$ cat src/rtl/fp_mult_core.sv
// fp_mult_core: iterative radix-2 significand multiplier and normaliser for
// the binary32 multiply datapath. It accepts one operand pair over a
// valid/ready handshake. It then produces the normalised mantissa, the guard
// and sticky bits, the sign and the pre-round exponent for the rounding stage.
module fp_mult_core #(
    parameter int BIAS   = 127,
    parameter int MANT_W = 24
) (
    input  logic              clk,
    input  logic              rst,
    input  logic              in_valid,
    output logic              in_ready,
    input  logic [31:0]       a,
    input  logic [31:0]       b,
    output logic              out_valid,
    input  logic              out_ready,
    output logic [MANT_W:0]   mant_out,
    output logic              guard,
    output logic              sticky,
    output logic              sign,
    output logic [9:0]        exp_out,
    output logic              zero,
    output logic              special
);

    localparam int PW = 2 * MANT_W;
    localparam int CW = $clog2(MANT_W);
    localparam logic [CW-1:0] LAST = CW'(MANT_W - 1);

    typedef enum logic [1:0] {
        IDLE,
        MULT,
        NORM,
        DONE
    } state_t;

    state_t            state, state_nx;
    logic [MANT_W-1:0] ma, mb;
    logic [PW-1:0]     acc;
    logic [CW-1:0]     cnt;
    logic [9:0]        exp_sum;
    logic              hid_a, hid_b;

    assign in_ready = (state == IDLE);
    assign hid_a    = (a[30:23] != 8'd0);
    assign hid_b    = (b[30:23] != 8'd0);

    // State register
    always_ff @(posedge clk) begin
        if (!rst) state <= IDLE;
        else      state <= state_nx;
    end

    // Next-state logic
    always_comb begin
        state_nx = state;
        case (state)
            IDLE: if (in_valid) state_nx = MULT;
            MULT: if (cnt == LAST) state_nx = NORM;
            NORM: state_nx = DONE;
            DONE: if (out_valid && out_ready) state_nx = IDLE;
            default: state_nx = IDLE;
        endcase
    end

    // Datapath: operand capture, shift-add accumulation, normalisation, output hold
    always_ff @(posedge clk) begin
        if (!rst) begin
            ma        <= '0;
            mb        <= '0;
            acc       <= '0;
            cnt       <= '0;
            exp_sum   <= '0;
            sign      <= 1'b0;
            zero      <= 1'b0;
            special   <= 1'b0;
            mant_out  <= '0;
            guard     <= 1'b0;
            sticky    <= 1'b0;
            exp_out   <= '0;
            out_valid <= 1'b0;
        end else begin
            case (state)
                IDLE: begin
                    if (in_valid) begin
                        ma      <= {hid_a, a[MANT_W-2:0]};
                        mb      <= {hid_b, b[MANT_W-2:0]};
                        sign    <= a[31] ^ b[31];
                        exp_sum <= {2'b00, a[30:23]} + {2'b00, b[30:23]} - 10'(BIAS);
                        zero    <= !hid_a || !hid_b;
                        special <= (a[30:23] == 8'hFF) || (b[30:23] == 8'hFF);
                        acc     <= '0;
                        cnt     <= '0;
                    end
                end
                MULT: begin
                    if (mb[cnt]) acc <= acc + (PW'(ma) << cnt);
                    if (cnt != LAST) cnt <= cnt + 1'b1;
                end
                NORM: begin
                    if (zero) begin
                        mant_out <= '0;
                        guard    <= 1'b0;
                        sticky   <= 1'b0;
                        exp_out  <= '0;
                    end else if (acc[PW-1]) begin
                        mant_out <= {1'b0, acc[PW-1 -: MANT_W]};
                        guard    <= acc[MANT_W-1];
                        sticky   <= |acc[MANT_W-2:0];
                        exp_out  <= exp_sum + 10'd1;
                    end else begin
                        mant_out <= {1'b0, acc[PW-2 -: MANT_W]};
                        guard    <= acc[MANT_W-2];
                        sticky   <= |acc[MANT_W-3:0];
                        exp_out  <= exp_sum;
                    end
                end
                DONE: begin
                    // out_valid rises one cycle after DONE is entered and drops on the handshake
                    if (out_valid && out_ready) out_valid <= 1'b0;
                    else                        out_valid <= 1'b1;
                end
                default: ;
            endcase
        end
    end

endmodule

$ cat config.mk
export PLATFORM = sky130hd
export DESIGN_NAME = fp_mult_core
export DESIGN_NICKNAME = d
export VERILOG_FILES = /design/src/rtl/fp_mult_core.sv
export SDC_FILE = /design/constraint.sdc
export NUM_CORES = 1
export LEC_CHECK = 0
export ABC_AREA = 1
export CAP_MARGIN = 20
export CORE_ASPECT_RATIO = 0.7
export CORE_MARGIN = 3
export CORE_UTILIZATION = 58
export CTS_CLUSTER_SIZE = 20
export DETAILED_ROUTE_END_ITERATION = 8
export GPL_TIMING_DRIVEN = 1
export PLACE_DENSITY = 0.8
export RECOVER_POWER = 50
export SLEW_MARGIN = 0
export SYNTH_ARGS = -nofsm -noshare
export SYNTH_HDL_FRONTEND = slang
export SYNTH_SLANG_ARGS = --single-unit
export TNS_END_PERCENT = 1
$ cat constraint.sdc
create_clock -name clk -period 8.6 [get_ports clk]
set_input_delay 1.72 -clock clk [delete_from_list [all_inputs] [get_ports clk]]
set_output_delay 1.72 -clock clk [all_outputs]
set_load 0.02 [all_outputs]
# Word level (Yosys, flattened, before mapping)
# Index checks and enable logic that the tools add are counted.
dict set report totals {
  rom_bits 0
  mem_count 0
  reg_bits 154
  ramBits 0
  latchBits 0
  inputBits 68
}
dict set report classes {
  bitwise_logic 1
  mul 0
  reduce_logical 15
  eq_ne 12
  div_mod_pow 0
  order_cmp 1
  addsub 5
  shift 1
  muxes 21
}
# operator count
set ops {}
lappend ops {{$mux 48} 2}
lappend ops {{$pmux 48 s2} 1}
lappend ops {{$add 48x48->48} 1}
lappend ops {{$mux 24} 2}
lappend ops {{$shl 24x5->48} 1}
lappend ops {{$reduce_or 23->1} 1}
lappend ops {{$reduce_or 22->1} 1}
lappend ops {{$mux 10} 2}
lappend ops {{$eq 8x8->1 const B} 2}
lappend ops {{$reduce_bool 8->1} 2}
lappend ops {{$add 10x1->10 const B} 1}
lappend ops {{$mux 5} 2}
lappend ops {{$ne 2x2->1 const B} 5}
lappend ops {{$pmux 5 s2} 1}
lappend ops {{$sub 9x7->10 const B} 1}
lappend ops {{$add 8x8->9} 1}
lappend ops {{$reduce_and 3->1} 3}
lappend ops {{$pmux 2 s4} 1}
lappend ops {{$lt 5x6->1 const B} 1}
lappend ops {{$mux 1} 6}
lappend ops {{$mux 2} 3}
lappend ops {{$add 5x1->5 const B} 1}
lappend ops {{$bmux 1 s5} 1}
lappend ops {{$eq 5x5->1 const B} 1}
lappend ops {{other kinds (10)} 13}

# Longest topological paths before layout
dict set report depth {
  ltp_word 4
  ltp_mapped 27
  mapped_depth_nobuf 25
}

# Worst setup path before layout
# No wires, ideal clock.
dict set report synth_path {
  path_kind {input to register}
  startpoint {in a[24]}
  endpoint {reg exp_sum[7]}
  slack_ns 5.232
  path_stages 10
  arrival_time_ns 3.298
  path_buffers 0
  cell_sequence {ha_1 -> ha_1 -> fa_1 -> nand3_1 -> nand2_1 -> a21oi_1 -> o21bai_1 -> a21oi_1 -> o21ai_0 -> a21oi_1}
}
dict set report synth_between {
  elab_chain_len 2
}
# element line_no
set synth_rtl {}
lappend synth_rtl {{start, declared} 13} ;# input logic [31:0] a,
lappend synth_rtl {{$add 8x8->9} 89} ;# exp_sum <= {2'b00, a[30:23]} + {2'b00, b[30:23]} - 10'(BIAS);
lappend synth_rtl {{$sub 9x7->10} 89}
lappend synth_rtl {{end signal, assigned} 89}
lappend synth_rtl {{end, declared} 41} ;# logic [9:0] exp_sum;
# No other way between the ends.
# A chain may end at the register's enable or synchronous reset.

==> impl_metrics.py <==
metrics = {
    "detailed_routing": {
        "final_antenna_net_count": 0,
        "detail_route.wirelength_um": 39700,
        "detail_route.drc_violations": 0,
        "drtPass1Iterations": 6,
        "drt-initial-drc-count": 1485,
        "vias_per_cell": 5.68,
        "wl_per_cell_um": 17.1,
        "route.vias.total": 13200,
    },
    "sta": {
        "maxSlewHeadroom": -0.326,
        "setup-violations-final": 0,
        "worstMarginPinSlew_ps": 1990,
        "max_freq_mhz": 216,
        "final_min_period_over_clock_period": 0.538,
        "hold_viol_final": 0,
        "rsz_0062_raised_after_global_routing": "false",
        "timing.final.crit_period_ps": 4620,
        "setup_tns_ps": 0,
        "clock_skew_ps": 17.8,
        "final_slew_violations": 58,
    },
    "floorplan": {
        "rows": 43,
        "die_w_um": 177,
        "initial_core_util": 0.594,
        "dieArea_sq_um": 22200,
        "core_region_area_sq_um": 20000,
        "ios": 110,
        "die_height_um": 126,
    },
    "cells_and_area": {
        "share_of_the_core_filled_with_cells": 0.682,
        "postLayoutCellArea_sq_um": 13600,
        "nets": 2182,
        "mostFrequentLayoutCell": "sky130_fd_sc_hd__nand2_1",
        "drive_above_1_share": 0.0306,
        "flow.area_growth_from_synthesis_pct": 14.7,
        "mostFrequentLayoutCells": "sky130_fd_sc_hd__nand2_1, sky130_fd_sc_hd__inv_1, sky130_fd_sc_hd__nor2_1",
        "num_antenna_cells": 0,
    },
    "pwr": {
        "fraction_of_power_consumed_by_the_clock_network": 0.252,
        "comb_power_share": 0.459,
        "internal-power_mw": 1.66,
        "share_seq_of_total_power": 0.289,
        "power_leakage_nw": 6.61,
        "vdd_ir_drop_max_mv": 0.154,
        "power.density_nw_per_um2": 223,
        "netSwitchingFraction": 0.454,
        "power.switching_mw": 1.38,
    },
    "logic_synthesis": {
        "synthCells": 1987,
        "synth_cell_type_count": 42,
        "sequential_element_share_of_the_synthesized_area": 0.258,
        "synth-edff-count": 0,
        "post_synthesis_cell_area_sq_um": 11900,
        "synth-main-ff-cell": "sky130_fd_sc_hd__dfxtp_1",
        "ys_warn_count": 0,
        "postSynthAreaPerCell_sq_um": 5.97,
        "synth.ff_latch_count": 153,
        "post_syn_nets": 2125,
        "asyncSetResetFlopFracSynth": 0,
    },
    "cts": {
        "post_cts.repair.setup_buffers": 0,
        "insertion_delay_ps": 450,
        "post_cts_repair_resize_count": 0,
        "clock_tree_from_tritoncts": "built",
        "tritoncts_num_sinks": 153,
        "number_of_cts_inserted_buffers": 17,
        "cts_htree_levels": 4,
        "worst_setup_hold_path_clk_slew_ps": 70,
        "holdBufCountCts": 0,
        "cts_root_buf": "sky130_fd_sc_hd__clkbuf_16",
        "ctsLongestPathBuffers": 2,
    },
    "global_route": {
        "grt_pass1_vias": 11400,
        "grt_antenna_before_repair": 0,
        "first_pass_grt_wire_length_um": 61600,
        "global_route.overflow_total": 0,
        "grt_max_degree": 95,
        "track_usage": 0.350,
    },
    "place": {
        "routabilityCongestion": 1.00,
        "port_buffers": 108,
        "dpl.hpwl_um": 30200,
        "placed_cell_area_sq_um": 13000,
    },
    "critical_path": {
        "req_time_crit_path_ps": 8990,
        "critPathCaptureType": "flop",
        "criticalPathCategory": "in -> reg",
        "cpPeakStageDelay_ps": 1430,
        "crit_path_top_delay_cell": "sky130_fd_sc_hd__clkbuf_1",
        "critPathArrivalTime_ps": 5010,
        "worstPathCellList": "dlygate4sd3_1 -> clkbuf_1 -> clkinv_1 -> buf_4 -> a21oi_1 -> o21ai_0 -> inv_1",
        "startpoint_type": "primary input",
        "worstPathMaxFanout": 94,
    },
    "worst_hold_path": {
        "hold_wc_path_type": "reg -> reg",
    },
    "status": {
        "failed_checks": "max-capacitance violations, max-slew violations",
        "outcome": "finished, violations left",
    },
    "flow_run": {
        "max_cap_violations": 1,
    },
}
-- Yosys cell counts, types with 2 or more instances --
master / instances / area (sq um)
sky130_fd_sc_hd__nand2_1: 631 / 2370
sky130_fd_sc_hd__and2_1: 3 / 18.8
sky130_fd_sc_hd__ha_1: 68 / 851
sky130_fd_sc_hd__buf_2: 16 / 80.1
sky130_fd_sc_hd__nand3b_1: 20 / 150
sky130_fd_sc_hd__o21ai_0: 133 / 666
sky130_fd_sc_hd__clkbuf_1: 53 / 199
sky130_fd_sc_hd__inv_2: 9 / 33.8
sky130_fd_sc_hd__nor3_1: 15 / 75.1
sky130_fd_sc_hd__nor4_1: 10 / 62.6
sky130_fd_sc_hd__a31oi_1: 5 / 31.3
sky130_fd_sc_hd__o21a_1: 3 / 22.5
sky130_fd_sc_hd__mux2i_1: 16 / 160
sky130_fd_sc_hd__nand3_1: 115 / 576
sky130_fd_sc_hd__o21bai_1: 6 / 45.0
sky130_fd_sc_hd__or2_2: 7 / 43.8
sky130_fd_sc_hd__o22ai_1: 6 / 37.5
sky130_fd_sc_hd__xnor2_1: 2 / 17.5
sky130_fd_sc_hd__dfxtp_1: 153 / 3060
sky130_fd_sc_hd__nand4_1: 21 / 131
sky130_fd_sc_hd__fa_1: 2 / 40.0
sky130_fd_sc_hd__buf_4: 7 / 52.6
sky130_fd_sc_hd__xor2_1: 34 / 298
sky130_fd_sc_hd__buf_1: 5 / 18.8
sky130_fd_sc_hd__a211oi_1: 3 / 22.5
sky130_fd_sc_hd__o211ai_1: 28 / 210
sky130_fd_sc_hd__o21ai_1: 5 / 25.0
sky130_fd_sc_hd__a21oi_1: 172 / 861
sky130_fd_sc_hd__nor2_1: 179 / 672
sky130_fd_sc_hd__buf_6: 2 / 22.5
sky130_fd_sc_hd__inv_1: 247 / 927
-- logic make-up (layout without fill, tap and decap cells) --
| logic type | Yosys count | after routing | synth area share |
|---|---|---|---|
| flops | 153 | 153 | 0.258 |
| simple gates | 1005 | 1005 | 0.348 |
| mux | 16 | 16 | 0.0135 |
| xor+xnor | 36 | 36 | 0.0266 |
| fa+ha+maj | 70 | 70 | 0.0751 |
| other cells | 1 | 1 | 0.000316 |
| buf+inv | 340 | 409 | 0.113 |
| compound gates | 366 | 366 | 0.166 |
-- layer usage --
layer | vias up | track usage | wire length, um
li1 | 6513 | - | -
met1 | 6012 | 0.531 | 18400
met2 | 650 | 0.502 | 16300
met3 | 47 | 0.0883 | 4430
met4 | 0 | 0.0660 | 603
met5 | - | 0 | 0
-- final timing paths --
check / startpoint / end / slack (ps) / depth (start not counted)
min: mb[9] / mb[9] / 460 / 2
max: rst / exp_sum[5] / 3980 / 7
max reg2reg: cnt[0] / acc[35] / 4450 / 20
min reg2reg: mb[9] / mb[9] / 460 / 2
-- area by class of cell --
class	instances	area, sq um
clock buffers	17	425
clock inverters	14	154
flip-flops and latches	153	3060
well taps	270	338
inverters	257	965
repair buffers	121	1190
fillers	1781	6360
multi-input cells	1494	7460
-- power groups by stage --
stage | sequential, mW | clock [mW] | combinational, mW
3_3_place_gp | 0.888 | 0 | 1.31
5_1_grt | 0.889 | 0.800 | 1.54
3_5_place_dp | 0.892 | 0 | 1.35
4_1_cts | 0.877 | 0.767 | 1.36
2_1_floorplan | 0.885 | 0 | 0.994
6_report | 0.879 | 0.766 | 1.39
-- through the flow --
step | setup slack [ps] | hold slack, ps | power [mW] | std cells
after global routing | 3720 | 474 | 3.23 | 2326
after CTS | 4470 | 458 | 3.01 | 2326
after global placement | 4070 | 441 | 2.20 | 2294
after detailed placement | 4000 | 446 | 2.24 | 2295
final | 3980 | 456 | 3.04 | 2326
after floorplan | 5230 | 429 | 1.88 | 1987
-- flip-flops by register name, summed over array words and instances, names as in the netlist --
signal / cells
guard: 1
sticky: 1
out_valid: 1
ma: 24
exp_out: 10
special: 1
zero: 1
mant_out: 24
cnt: 5
state: 2
mb: 24
sign: 1
acc: 48
exp_sum: 10
-- critical path: cells and delay by family --
family	cells	cell delay, ps
compound gates	2	370
buf+inv	5	2860
(Power assumes the default switching activity.)
